`config.mk`:
```
export PLATFORM = sky130hd
export DESIGN_NAME = instruction_fetch_unit
export DESIGN_NICKNAME = d
export VERILOG_FILES = /design/src/rtl/instruction_fetch_unit_pkg.sv /design/src/rtl/instruction_fetch_unit_history_shift.sv /design/src/rtl/instruction_fetch_unit.sv
export SDC_FILE = /design/constraint.sdc
export NUM_CORES = 1
export LEC_CHECK = 0
export BUFFER_PORTS_ARGS = -buffer_cell sky130_fd_sc_hd__buf_2
export CAP_MARGIN = 20
export CORE_MARGIN = 3
export CORE_UTILIZATION = 45
export DETAILED_ROUTE_END_ITERATION = 7
export PLACE_DENSITY = 0.77
export SYNTH_ARGS = -nofsm -noshare
export SYNTH_HDL_FRONTEND = slang
export SYNTH_SLANG_ARGS = --single-unit
```
`constraint.sdc`:
```
create_clock -name clk -period 4.92 [get_ports clk]
set_input_delay 0.984 -clock clk [delete_from_list [all_inputs] [get_ports clk]]
set_output_delay 0.984 -clock clk [all_outputs]
set_load 0.03 [all_outputs]
```
`src/rtl/instruction_fetch_unit_pkg.sv`:
```
// Shared instruction-format definitions for the fetch front end and the decoder.
package instruction_fetch_unit_pkg;

  localparam logic [15:0] NOP_WORD_DEFAULT = 16'hC0E0;
  localparam logic [1:0]  HLT_CLASS        = 2'b11;
  localparam logic [3:0]  HLT_OP3          = 4'b1111;

  typedef enum logic {
    RUN  = 1'b0,
    HALT = 1'b1
  } fetch_state_t;

  // Field layout: [15:14] class, [13:11] rd, [10:8] rs, [7:4] op3, [3:0] low bits.
  typedef struct packed {
    logic [1:0] cls;
    logic [2:0] rd;
    logic [2:0] rs;
    logic [3:0] op3;
    logic [3:0] low;
  } instr_t;

  function automatic logic is_hlt(input logic [15:0] word);
    instr_t f;
    f = instr_t'(word);
    return (f.cls == HLT_CLASS) && (f.op3 == HLT_OP3);
  endfunction

endpackage

```
`src/rtl/instruction_fetch_unit_history_shift.sv`:
```
// Three-deep instruction history (COMMAND, previous, two-before) with the pc/valid of COMMAND.
module instruction_fetch_unit_history_shift #(
  parameter logic [15:0] NOP_WORD = 16'hC0E0,
  parameter logic [15:0] RESET_PC = 16'h0000
) (
  input  logic        clk,
  input  logic        rst,
  input  logic        shift,
  input  logic [15:0] next_word,
  input  logic [15:0] next_pc,
  input  logic        next_valid,
  output logic [15:0] command,
  output logic [15:0] before_command,
  output logic [15:0] two_before_command,
  output logic [15:0] cmd_pc,
  output logic        cmd_valid
);

  always_ff @(posedge clk) begin
    if (rst) begin
      command            <= NOP_WORD;
      before_command     <= NOP_WORD;
      two_before_command <= NOP_WORD;
      cmd_pc             <= RESET_PC;
      cmd_valid          <= 1'b0;
    end else if (shift) begin
      two_before_command <= before_command;
      before_command     <= command;
      command            <= next_word;
      cmd_pc             <= next_pc;
      cmd_valid          <= next_valid;
    end
  end

endmodule

```
`src/rtl/instruction_fetch_unit.sv`:
```
// Fetch front end: PC, synchronous imem read, stall/redirect/halt control and decode history.
module instruction_fetch_unit
  import instruction_fetch_unit_pkg::*;
#(
  parameter logic [15:0] RESET_PC = 16'h0000,
  parameter logic [15:0] NOP_WORD = NOP_WORD_DEFAULT
) (
  input  logic        clk,
  input  logic        rst,
  output logic        imem_en,
  output logic [15:0] imem_addr,
  input  logic [15:0] imem_rdata,
  input  logic        stall,
  input  logic        redirect,
  input  logic [15:0] redirect_target,
  input  logic        resume,
  output logic [15:0] COMMAND,
  output logic [15:0] BeforeCOMMAND,
  output logic [15:0] TwoBeforeCOMMAND,
  output logic [15:0] cmd_pc,
  output logic        cmd_valid,
  output logic        halted
);

  fetch_state_t state;
  logic [15:0]  pc;
  logic [15:0]  fetch_pc_q;
  logic         valid_q;

  logic         running;
  logic         do_advance;
  logic         do_redirect;
  logic         do_resume;
  logic         hist_shift;
  logic [15:0]  hist_word;
  logic         hist_valid;

  assign running     = (state == RUN);
  assign do_redirect = running && redirect;
  assign do_advance  = running && !stall && !redirect;
  assign do_resume   = !running && resume;

  assign imem_en   = running && (!stall || redirect);
  assign imem_addr = pc;
  assign halted    = !running;

  // Redirect and resume both push a bubble; only a plain advance can carry a fetched word.
  always_comb begin
    hist_shift = do_advance || do_redirect || do_resume;
    hist_word  = NOP_WORD;
    hist_valid = 1'b0;
    if (do_advance && valid_q) begin
      hist_word  = imem_rdata;
      hist_valid = 1'b1;
    end
  end

  always_ff @(posedge clk) begin
    if (rst) begin
      pc         <= RESET_PC;
      fetch_pc_q <= RESET_PC;
      valid_q    <= 1'b0;
      state      <= RUN;
    end else begin
      case (state)
        RUN: begin
          if (redirect) begin
            pc      <= redirect_target;
            valid_q <= 1'b0;
          end else if (!stall) begin
            fetch_pc_q <= pc;
            pc         <= pc + 16'd1;
            valid_q    <= 1'b1;
            if (valid_q && is_hlt(imem_rdata)) begin
              state <= HALT;
            end
          end
        end
        HALT: begin
          if (resume) begin
            state   <= RUN;
            pc      <= cmd_pc + 16'd1;
            valid_q <= 1'b0;
          end
        end
        default: state <= RUN;
      endcase
    end
  end

  instruction_fetch_unit_history_shift #(
    .NOP_WORD(NOP_WORD),
    .RESET_PC(RESET_PC)
  ) u_history (
    .clk               (clk),
    .rst               (rst),
    .shift             (hist_shift),
    .next_word         (hist_word),
    .next_pc           (fetch_pc_q),
    .next_valid        (hist_valid),
    .command           (COMMAND),
    .before_command    (BeforeCOMMAND),
    .two_before_command(TwoBeforeCOMMAND),
    .cmd_pc            (cmd_pc),
    .cmd_valid         (cmd_valid)
  );

endmodule

```
==> results of run 1 <==
==> report_power, final <==
part | internal [mW] | switching (mW)
Clock | 0.244 | 0.308
Combinational | 0.0525 | 0.112
Sequential | 0.820 | 0.0255
==> metrics by stage <==
| step | area [um^2] | power, mW |
|---|---|---|
| 2_1_floorplan | 4290 | 0.970 |
| 3_3_place_gp | 4900 | 1.02 |
| 3_5_place_dp | 4900 | 1.02 |
| 4_1_cts | 5110 | 1.57 |
| 5_1_grt | 5140 | 1.62 |
| 6_report | 5140 | 1.56 |
==> flip-flops by register name, summed over array words and instances, names as in the netlist <==
name	count
valid_q	1
halted	1
fetch_pc_q	16
u_history.cmd_valid	1
u_history.cmd_pc	16
imem_addr	16
u_history.command	16
u_history.two_before_command	16
u_history.before_command	16
==> final cells by class <==
type                    instances  area, um^2
fillers                       865        3840
flip-flops and latches         99        1980
clock inverters                 7        86.3
multi-input cells             409        2110
clock buffers                   9         124
inverters                       7        26.3
well taps                     126         158
repair buffers                124         653
==> how the worst min path moves through the flow <==
stage / from / cells past startpoint / slack [ps] / to
final: fetch_pc_q[12]$_SDFFE_PP0P_ / 2 / 450 / u_history.cmd_pc[12]$_SDFFE_PP0P_
after global routing: fetch_pc_q[7]$_SDFFE_PP0P_ / 2 / 470 / u_history.cmd_pc[7]$_SDFFE_PP0P_
after CTS: fetch_pc_q[7]$_SDFFE_PP0P_ / 2 / 460 / u_history.cmd_pc[7]$_SDFFE_PP0P_
after detailed placement: fetch_pc_q[7]$_SDFFE_PP0P_ / 2 / 440 / u_history.cmd_pc[7]$_SDFFE_PP0P_
after global placement: fetch_pc_q[0]$_SDFFE_PP0P_ / 2 / 430 / u_history.cmd_pc[0]$_SDFFE_PP0P_
after floorplan: fetch_pc_q[0]$_SDFFE_PP0P_ / 2 / 430 / u_history.cmd_pc[0]$_SDFFE_PP0P_
==> synth_stat cells, drive strengths merged (3+ instances only) <==
master  number  area, um^2
nor2b        3        18.8
a22oi       14         105
nor3         8        45.0
xnor2        8        70.1
a21oi       77         385
a211oi       3        22.5
xor2         7        61.3
a31oi        4        25.0
o22ai        6        37.5
a221oi       4        35.0
and3         5        32.5
o21ai       17        85.1
dfxtp       99        1980
nor4         7        43.8
nand3       20         100
clkbuf      23        86.3
inv          7        26.3
nand2      155         582
nand4       10        77.6
buf         16        98.9
nor2        33         126
o31ai        3        22.5
==> kinds of logic after synthesis <==
| logic type | share of synthesized area |
|---|---|
| buffers and inverters | 0.0493 |
| flip-flops | 0.462 |
| multiplexers | 0.00233 |
| AO/OA/AOI/OAI | 0.194 |
| AND/OR/NAND/NOR | 0.256 |
| XOR/XNOR | 0.0306 |
| adder cells (fa/ha/maj) | 0.00583 |
==> worst register-to-register path, cell delays in order (launching register included) <==
cell,delay [ps]
dfxtp_1,500
buf_4,300
nor2_1,400
a21o_2,220
buf_4,580
o21ai_0,220
o31a_1,310
a21oi_1,150
==> cell usage in the layout, fill, tap and decap left out, types with 3 or more instances in the layout <==
cell type    n
nor2b_1      3
inv_1        7
nor2_1      32
nand2_1    155
a211oi_1     3
a22oi_1     14
buf_2      119
nor3_1       7
a21oi_1     76
nor4_1       7
xor2_1       7
clkbuf_8     9
dfxtp_1     99
o21ai_0     17
xnor2_1      8
a221oi_1     4
nand4_1      9
o31ai_1      3
o22ai_1      6
buf_4        4
a31oi_1      4
and3_1       4
nand3_1     20
==> routing by layer <==
layer | vias to the layer above | routed length (um)
met5 | - | 0
met4 | 0 | 275
met3 | 26 | 987
met2 | 196 | 6030
met1 | 2068 | 4930
li1 | 2106 | -
==> reports/summary.txt, run 1 <==
DRC Markers = 0
First-pass GRT wire length = 20.2 mm
Clock buffer count from CTS = 9
Max-cap viol count = 0
Routed wire per std cell = 15.7 um
Post-synth ARST share = 0
Initial Util = 0.478
Met3 usage = 0.0628
Die Y = 104 um
Hold Vio Cnt, Final = 0
RR Startpoint = halted$_SDFF_PP0_
Initial DRC count = 302
Avg Cell Area, Syn = 7.74 um^2
Share of layout cells above drive strength 1 = 0.229
Worst slew pin tran = 921 ps
Most common flop cell mapped by yosys = dfxtp_1
Final setup TNS = 0 ps
Worst Setup EP = imem_en
Cts repair resizes = 0
FMAX = 0.305 GHz
Critical-path cell list = buf_2, nor2_1, a21o_2, nor2_1, buf_2
Finished Layout Cells = 781
Placed cell count = 764
CTS tree = yes
Via/cell ratio = 5.63
CP Launch Type = input pin
CP Max Fanout = 28
Worst Path Buf+Inv = 2
FF+latch count, synth = 99
Crit path capture type = output pin
Status = completed
Gr usage total = 0.224
CP Data Required Time = 3940 ps
Largest net degree at the start of global routing = 76
Min Hold Slack = 453 ps
Post-synth cell types = 49
P_leak = 2.08 nW
Initial antenna violation count = 0
Critical Path Max Stage Delay = 390 ps
Synthesized area = 4290 um^2
Final worst slack = 1650 ps
Slew HR = 0.386
Power per Cell Area = 304 nW/um^2
Number of synthesized flops with an enable pin = 0
M1 GR Usage = 0.274
Worst-path clk slew = 100 ps
Post-synthesis sequential area ratio = 0.462
RSZ-0062 raised after global routing = no
Clock Path Buffers = 2
Final Max Slew Viols = 0
Synth warn = 0
Met2 usage = 0.374
Setup violators final = 0
Diode count = 0
I/O pin cnt = 120
Post-layout min period = 3270 ps
Mapped Cells = 554
Top delay family on crit path = buffers and inverters
Crit path DAT = 2290 ps
# rows = 34
DP Wirelength = 8.50 mm
Worst vdd ir = 0.165 mV
Finished Core Util = 0.572
PortBufs = 119
Core area = 8980 um^2
Gr busiest metal = met2
Hold buffer count at CTS = 0
Die width = 104 um
WL final = 12.2 mm
R2R depth = 7
Clk_skew = 11.7 ps
Reg2reg setup slack = 2180 ps
Clk sinks = 99
Fin nets = 689
Post-CTS Setup Bufs = 0
Area Overhead vs Synth = 19.7%
Post-place setup slack = 1640 ps
Clk_lat worst skew = 380 ps
ANT nets after route = 0
WP depth = 5
Critical path class = input pin to output pin
GR Overflow Total = 0
Net Count, Synth = 593
Area of the die = 10700 um^2
RR Endpoint = imem_addr[15]$_SDFFE_PP0P_
Vias in the first global route = 4073
H-tree levels = 3
Via count = 4396
Crit path from = redirect
RePlAce Congestion = 0.910
DRT Pass-1 Iters = 6
Root Buffer = clkbuf_8
Worst hold path class = flop to flop
Final Cycle Share = 0.665
Slowest cell on the critical path = buf_2
Power figures use the tool's default switching activity.
==> inputs of run 2 (changes only) <==
--- a/config.mk
+++ b/config.mk
@@ -10,7 +10,7 @@
 export CORE_MARGIN = 3
 export CORE_UTILIZATION = 45
 export DETAILED_ROUTE_END_ITERATION = 7
-export PLACE_DENSITY = 0.77
+export PLACE_DENSITY = 0.8
 export SYNTH_ARGS = -nofsm -noshare
 export SYNTH_HDL_FRONTEND = slang
 export SYNTH_SLANG_ARGS = --single-unit
==> constraint.sdc (replaced) <==
create_clock -name clk -period 2.8 [get_ports clk]
set_input_delay 0.56 -clock clk [delete_from_list [all_inputs] [get_ports clk]]
set_output_delay 0.56 -clock clk [all_outputs]
set_load 0.03 [all_outputs]
==> run 2 against run 1 <==
Compared with the run above: combinational power rose by 77%; register-to-register slack got worse by 1500 ps; non-clock buffer count rose by 5; clock power rose by 62%; hold slack got worse by 46 ps; via count fell by 0.14%; final cell count rose by 0.64%; die area did not move; wire length rose by 0.32%; critical path depth fell by 1; largest power group unchanged.
==> reports/summary.txt, run 2 (synthesized netlist as in run 1, its figures left out) <==
Final setup TNS = 0 ps
Diode count = 0
Die width = 104 um
DP Wirelength = 8.71 mm
Root Buffer = clkbuf_8
Worst-path clk slew = 100 ps
RePlAce Congestion = 0.920
Fin nets = 694
Top layer in use = met4
P_leak = 2.09 nW
Critical-path cell list = nor2_1, a21o_2, nor2_1, buf_2
Largest net degree at the start of global routing = 76
Final Max Slew Viols = 0
Worst vdd ir = 0.320 mV
DRT Pass-1 Iters = 5
CTS tree = yes
R2R depth = 6
PortBufs = 119
WL final = 12.3 mm
First-pass GRT wire length = 19.7 mm
RR Endpoint = imem_addr[15]$_SDFFE_PP0P_
Via/cell ratio = 5.59
GR Overflow Total = 0
H-tree levels = 3
Setup violators final = 0
DRC Markers = 0
Met3 WL = 1.04 mm
Area of the die = 10700 um^2
FMAX = 0.444 GHz
Clock Path Buffers = 2
Area Overhead vs Synth = 19.8%
Status = completed
Core area = 8980 um^2
WL met2 = 5.85 mm
Max-cap viol count = 0
Commonest non-fill, non-tap cell in the layout = nand2_1
Final Cycle Share = 0.804
Hold_sp = imem_rdata[14]
Finished Core Util = 0.573
Initial Util = 0.478
# rows = 34
Power per Cell Area = 519 nW/um^2
CP Max Fanout = 5
ANT nets after route = 0
WHS Endpoint = u_history.command[14]$_SDFFE_PP1P_
Crit path DAT = 1690 ps
RSZ-0062 raised after global routing = no
Hold-critical path depth = 3
RR Startpoint = halted$_SDFF_PP0_
CP Data Required Time = 2240 ps
Worst slew pin tran = 762 ps
Vias in the first global route = 4006
Routed wire per std cell = 15.6 um
Initial DRC count = 299
Post-layout min period = 2250 ps
Clk_skew = 8.68 ps
Slew HR = 0.492
Critical path class = flop to output pin
Post-CTS Setup Bufs = 0
Most used cell, CP = nor2_1
Share of layout cells above drive strength 1 = 0.235
Worst hold path class = input pin to flop
I/O pin cnt = 120
Clk sinks = 99
DRT met1 WL = 5.06 mm
Cts repair resizes = 0
Hold buffer count at CTS = 0
Via count = 4390
Initial antenna violation count = 0
CP Launch Type = flop
Clk_lat worst skew = 370 ps
Gr usage total = 0.222
Hold Vio Cnt, Final = 0
Commonest cells after routing, fill and taps aside = nand2_1, buf_2, dfxtp_1, a21oi_1, nor2_1
Min Hold Slack = 407 ps
Reg2reg setup slack = 710 ps
Die Y = 104 um
Clock buffer count from CTS = 9
Crit path capture type = output pin
Slowest cell on the critical path = dfxtp_1
Critical Path Max Stage Delay = 440 ps
-- run 2: where the power goes --
group / switching [mW] / internal (mW)
sequential: 0.0451 / 1.44
combinational: 0.197 / 0.0932
clock: 0.525 / 0.367
-- run 2: layout make-up --
| type | instances | area [um^2] |
|---|---|---|
| multi-input combinational | 409 | 2110 |
| sequential | 99 | 1980 |
| timing repair buffer | 129 | 671 |
| fill | 846 | 3840 |
| clock buffer | 10 | 138 |
| tap | 126 | 158 |
| inverter | 7 | 26.3 |
| clock inverter | 6 | 58.8 |
-- run 2: worst max-delay path by stage --
stage | startpoint | to | slack [ps] | cells past startpoint
after floorplan | redirect | imem_en | 550 | 5
after global placement | redirect | halted$_SDFF_PP0_ | 580 | 7
after detailed placement | resume | imem_addr[15]$_SDFFE_PP0P_ | 500 | 7
after CTS | halted$_SDFF_PP0_ | imem_en | 570 | 4
after global routing | halted$_SDFF_PP0_ | imem_en | 480 | 4
final | halted$_SDFF_PP0_ | imem_en | 550 | 4
-- run 2: layer usage --
layer	track usage	up-vias
met5	0	-
met4	0.0807	0
met3	0.0609	33
met2	0.374	191
met1	0.273	2058
li1	-	2108
-- run 2: per-stage QoR --
stage	worst slack (ps)	power, mW	cell area (um^2)	cells
finish	547	2.67	5140	786
global route	481	2.79	5140	786
CTS	572	2.69	5140	786
detailed placement	499	1.81	4940	770
global placement	578	1.80	4940	770
floorplan	546	1.70	4290	554
-- run 2: worst max-delay path: cells and delay by family (launching register included) --
family / cells / cell delay [ps]
compound gates: 1 / 220
buf+inv: 1 / 270
flops: 1 / 440
simple gates: 2 / 390
==> inputs of run 3 (changes only) <==
--- a/config.mk
+++ b/config.mk
@@ -5,6 +5,7 @@
 export SDC_FILE = /design/constraint.sdc
 export NUM_CORES = 1
 export LEC_CHECK = 0
+export ABC_AREA = 1
 export BUFFER_PORTS_ARGS = -buffer_cell sky130_fd_sc_hd__buf_2
 export CAP_MARGIN = 20
 export CORE_MARGIN = 3
==> constraint.sdc (replaced) <==
create_clock -name clk -period 1.9 [get_ports clk]
set_input_delay 0.38 -clock clk [delete_from_list [all_inputs] [get_ports clk]]
set_output_delay 0.38 -clock clk [all_outputs]
set_load 0.03 [all_outputs]
==> run 3 against run 2 <==
Compared with the run above: critical path depth is 2 higher; clock power is 47% higher; cell area is 2.9% higher; hold slack worse by 160 ps; critical endpoint unchanged; largest power group unchanged.
==> reports/summary.txt, run 3 <==
Status = completed
# rows = 35
Net Count, Synth = 676
Post-synthesis sequential area ratio = 0.448
Reg2reg setup slack = 300 ps
Commonest cells after routing, fill and taps aside = nand2_1, buf_2, dfxtp_1, nor2_1, o21ai_0
Largest net degree at the start of global routing = 85
Share of Yosys cell area claimed by the top area cell type = 0.448
Diode count = 0
Crit path DAT = 1410 ps
# fillers = 926
RSZ-0062 raised after global routing = no
WL final = 12.2 mm
Initial antenna violation count = 0
P_leak = 2.52 nW
DRC Markers = 0
Via count = 4502
PortBufs = 119
Worst vdd ir = 0.423 mV
Die width = 105 um
Met3 usage = 0.0439
CTS tree = yes
Routed wire per std cell = 14.0 um
Fin nets = 782
Clk_skew = 18.7 ps
CP Launch Type = flop
DP Wirelength = 8.99 mm
Post-layout min period = 1790 ps
Gr usage total = 0.217
Clock buffer count from CTS = 9
Worst-path clk slew = 120 ps
DRT Pass-1 Iters = 5
Number of synthesized flops with an enable pin = 0
Storage cell area = 1980 um^2
CP Max Fanout = 7
Vias in the first global route = 4054
CP Data Required Time = 1520 ps
Initial DRC count = 382
Synthesized area = 4420 um^2
Root Buffer = clkbuf_8
Post-route cell area = 5290 um^2
Met2 usage = 0.328
Slew HR = 0.718
Most common flop cell mapped by yosys = dfxtp_1
Crit path capture type = output pin
Clk sinks = 99
Via/cell ratio = 5.13
RePlAce Congestion = 0.923
Share of layout cells above drive strength 1 = 0.213
GR Overflow Total = 0
Final setup TNS = 0 ps
Post-CTS Setup Bufs = 0
Post-synth ARST share = 0
Setup violators final = 0
M1 GR Usage = 0.313
H-tree levels = 3
Final Max Slew Viols = 0
Final Cycle Share = 0.942
Avg Cell Area, Syn = 6.94 um^2
Placed cell count = 861
Die Y = 105 um
Post-placement cell area = 5100 um^2
Mapped Cells = 637
I/O pin cnt = 120
Initial Util = 0.470
Critical path class = flop to output pin
Worst hold path class = input pin to flop
Post-synth cell types = 31
Top-count cell post-synth = nand2_1
Multi-input gate area = 2040 um^2
Area of the die = 11100 um^2
Power per Cell Area = 808 nW/um^2
First-pass GRT wire length = 19.7 mm
Synth area leader = dfxtp_1
Clk_lat worst skew = 370 ps
Area contributors post-synth = dfxtp_1, nand2_1, nor2_1, o21ai_0, a21oi_1
Worst slew pin tran = 419 ps
Hold Vio Cnt, Final = 0
Area Overhead vs Synth = 19.6%
FMAX = 0.559 GHz
Clock Path Buffers = 2
Gr busiest metal = met2
ANT nets after route = 0
Synth warn = 0
Core area = 9420 um^2
Post-synth top cells = nand2_1, dfxtp_1, nor2_1
Commonest non-fill, non-tap cell in the layout = nand2_1
Finished Layout Cells = 877
Max-cap viol count = 0
FF+latch count, synth = 99
-- run 3: metrics by stage --
stage	worst slack, ps	total power, mW	utilization	hold WS (ps)
finish	111	4.27	0.562	246
floorplan	81.8	2.78	-	451
global route	6.48	4.47	0.562	227
global placement	301	2.98	0.541	447
CTS	40.5	4.29	0.561	236
detailed placement	279	3.00	0.541	453
-- run 3: per-layer routing --
layer	share of wire	routed length, um
met3	0.077	940
met4	0.014	171
met2	0.44	5400
met1	0.47	5730
met5	0	0
-- run 3: kinds of logic after synthesis --
| kind of cell | count (synthesis) | share of synthesized area |
|---|---|---|
| AO/OA/AOI/OAI | 149 | 0.177 |
| XOR/XNOR | 1 | 0.00198 |
| adder cells (fa/ha/maj) | 2 | 0.00566 |
| buffers and inverters | 93 | 0.0911 |
| flip-flops | 99 | 0.448 |
| AND/OR/NAND/NOR | 293 | 0.276 |
-- run 3: worst max-delay path, stage by stage (launching register included) --
cell     delay [ps]
dfxtp_2         370
nor2_4          130
inv_2            60
nor2_4          160
nor2_1           60
inv_1            80
buf_2           200
-- run 3: worst paths after layout --
check | from | to | cells after the start
max | halted$_SDFF_PP0_ | imem_en | 6
min | imem_rdata[9] | u_history.command[9]$_SDFFE_PP0P_ | 3
max reg2reg | u_history.cmd_pc[2]$_SDFFE_PP0P_ | imem_addr[9]$_SDFFE_PP0P_ | 9
min reg2reg | u_history.cmd_valid$_SDFFE_PP0P_ | u_history.cmd_valid$_SDFFE_PP0P_ | 2
-- run 3: final cells by class --
type / instances / share of cell area
Clock buffer: 9 / 0.0234
Clock inverter: 7 / 0.0118
Inverter: 59 / 0.0419
Multi-Input combinational cell: 445 / 0.386
Sequential cell: 99 / 0.375
Tap cell: 129 / 0.0305
Timing Repair Buffer: 129 / 0.132
-- run 3: report_power, final --
| group | switching [mW] | internal, mW | leakage [nW] | total [mW] |
|---|---|---|---|---|
| clock | 0.802 | 0.510 | 0.0984 | 1.31 |
| combinational | 0.463 | 0.211 | 1.61 | 0.674 |
| sequential | 0.101 | 2.18 | 0.813 | 2.28 |
-- run 3: what timing repair did --
action,4_1_cts,5_1_grt
setup endpoints to repair,0,2
resized for setup,0,2
hold buffers,0,0
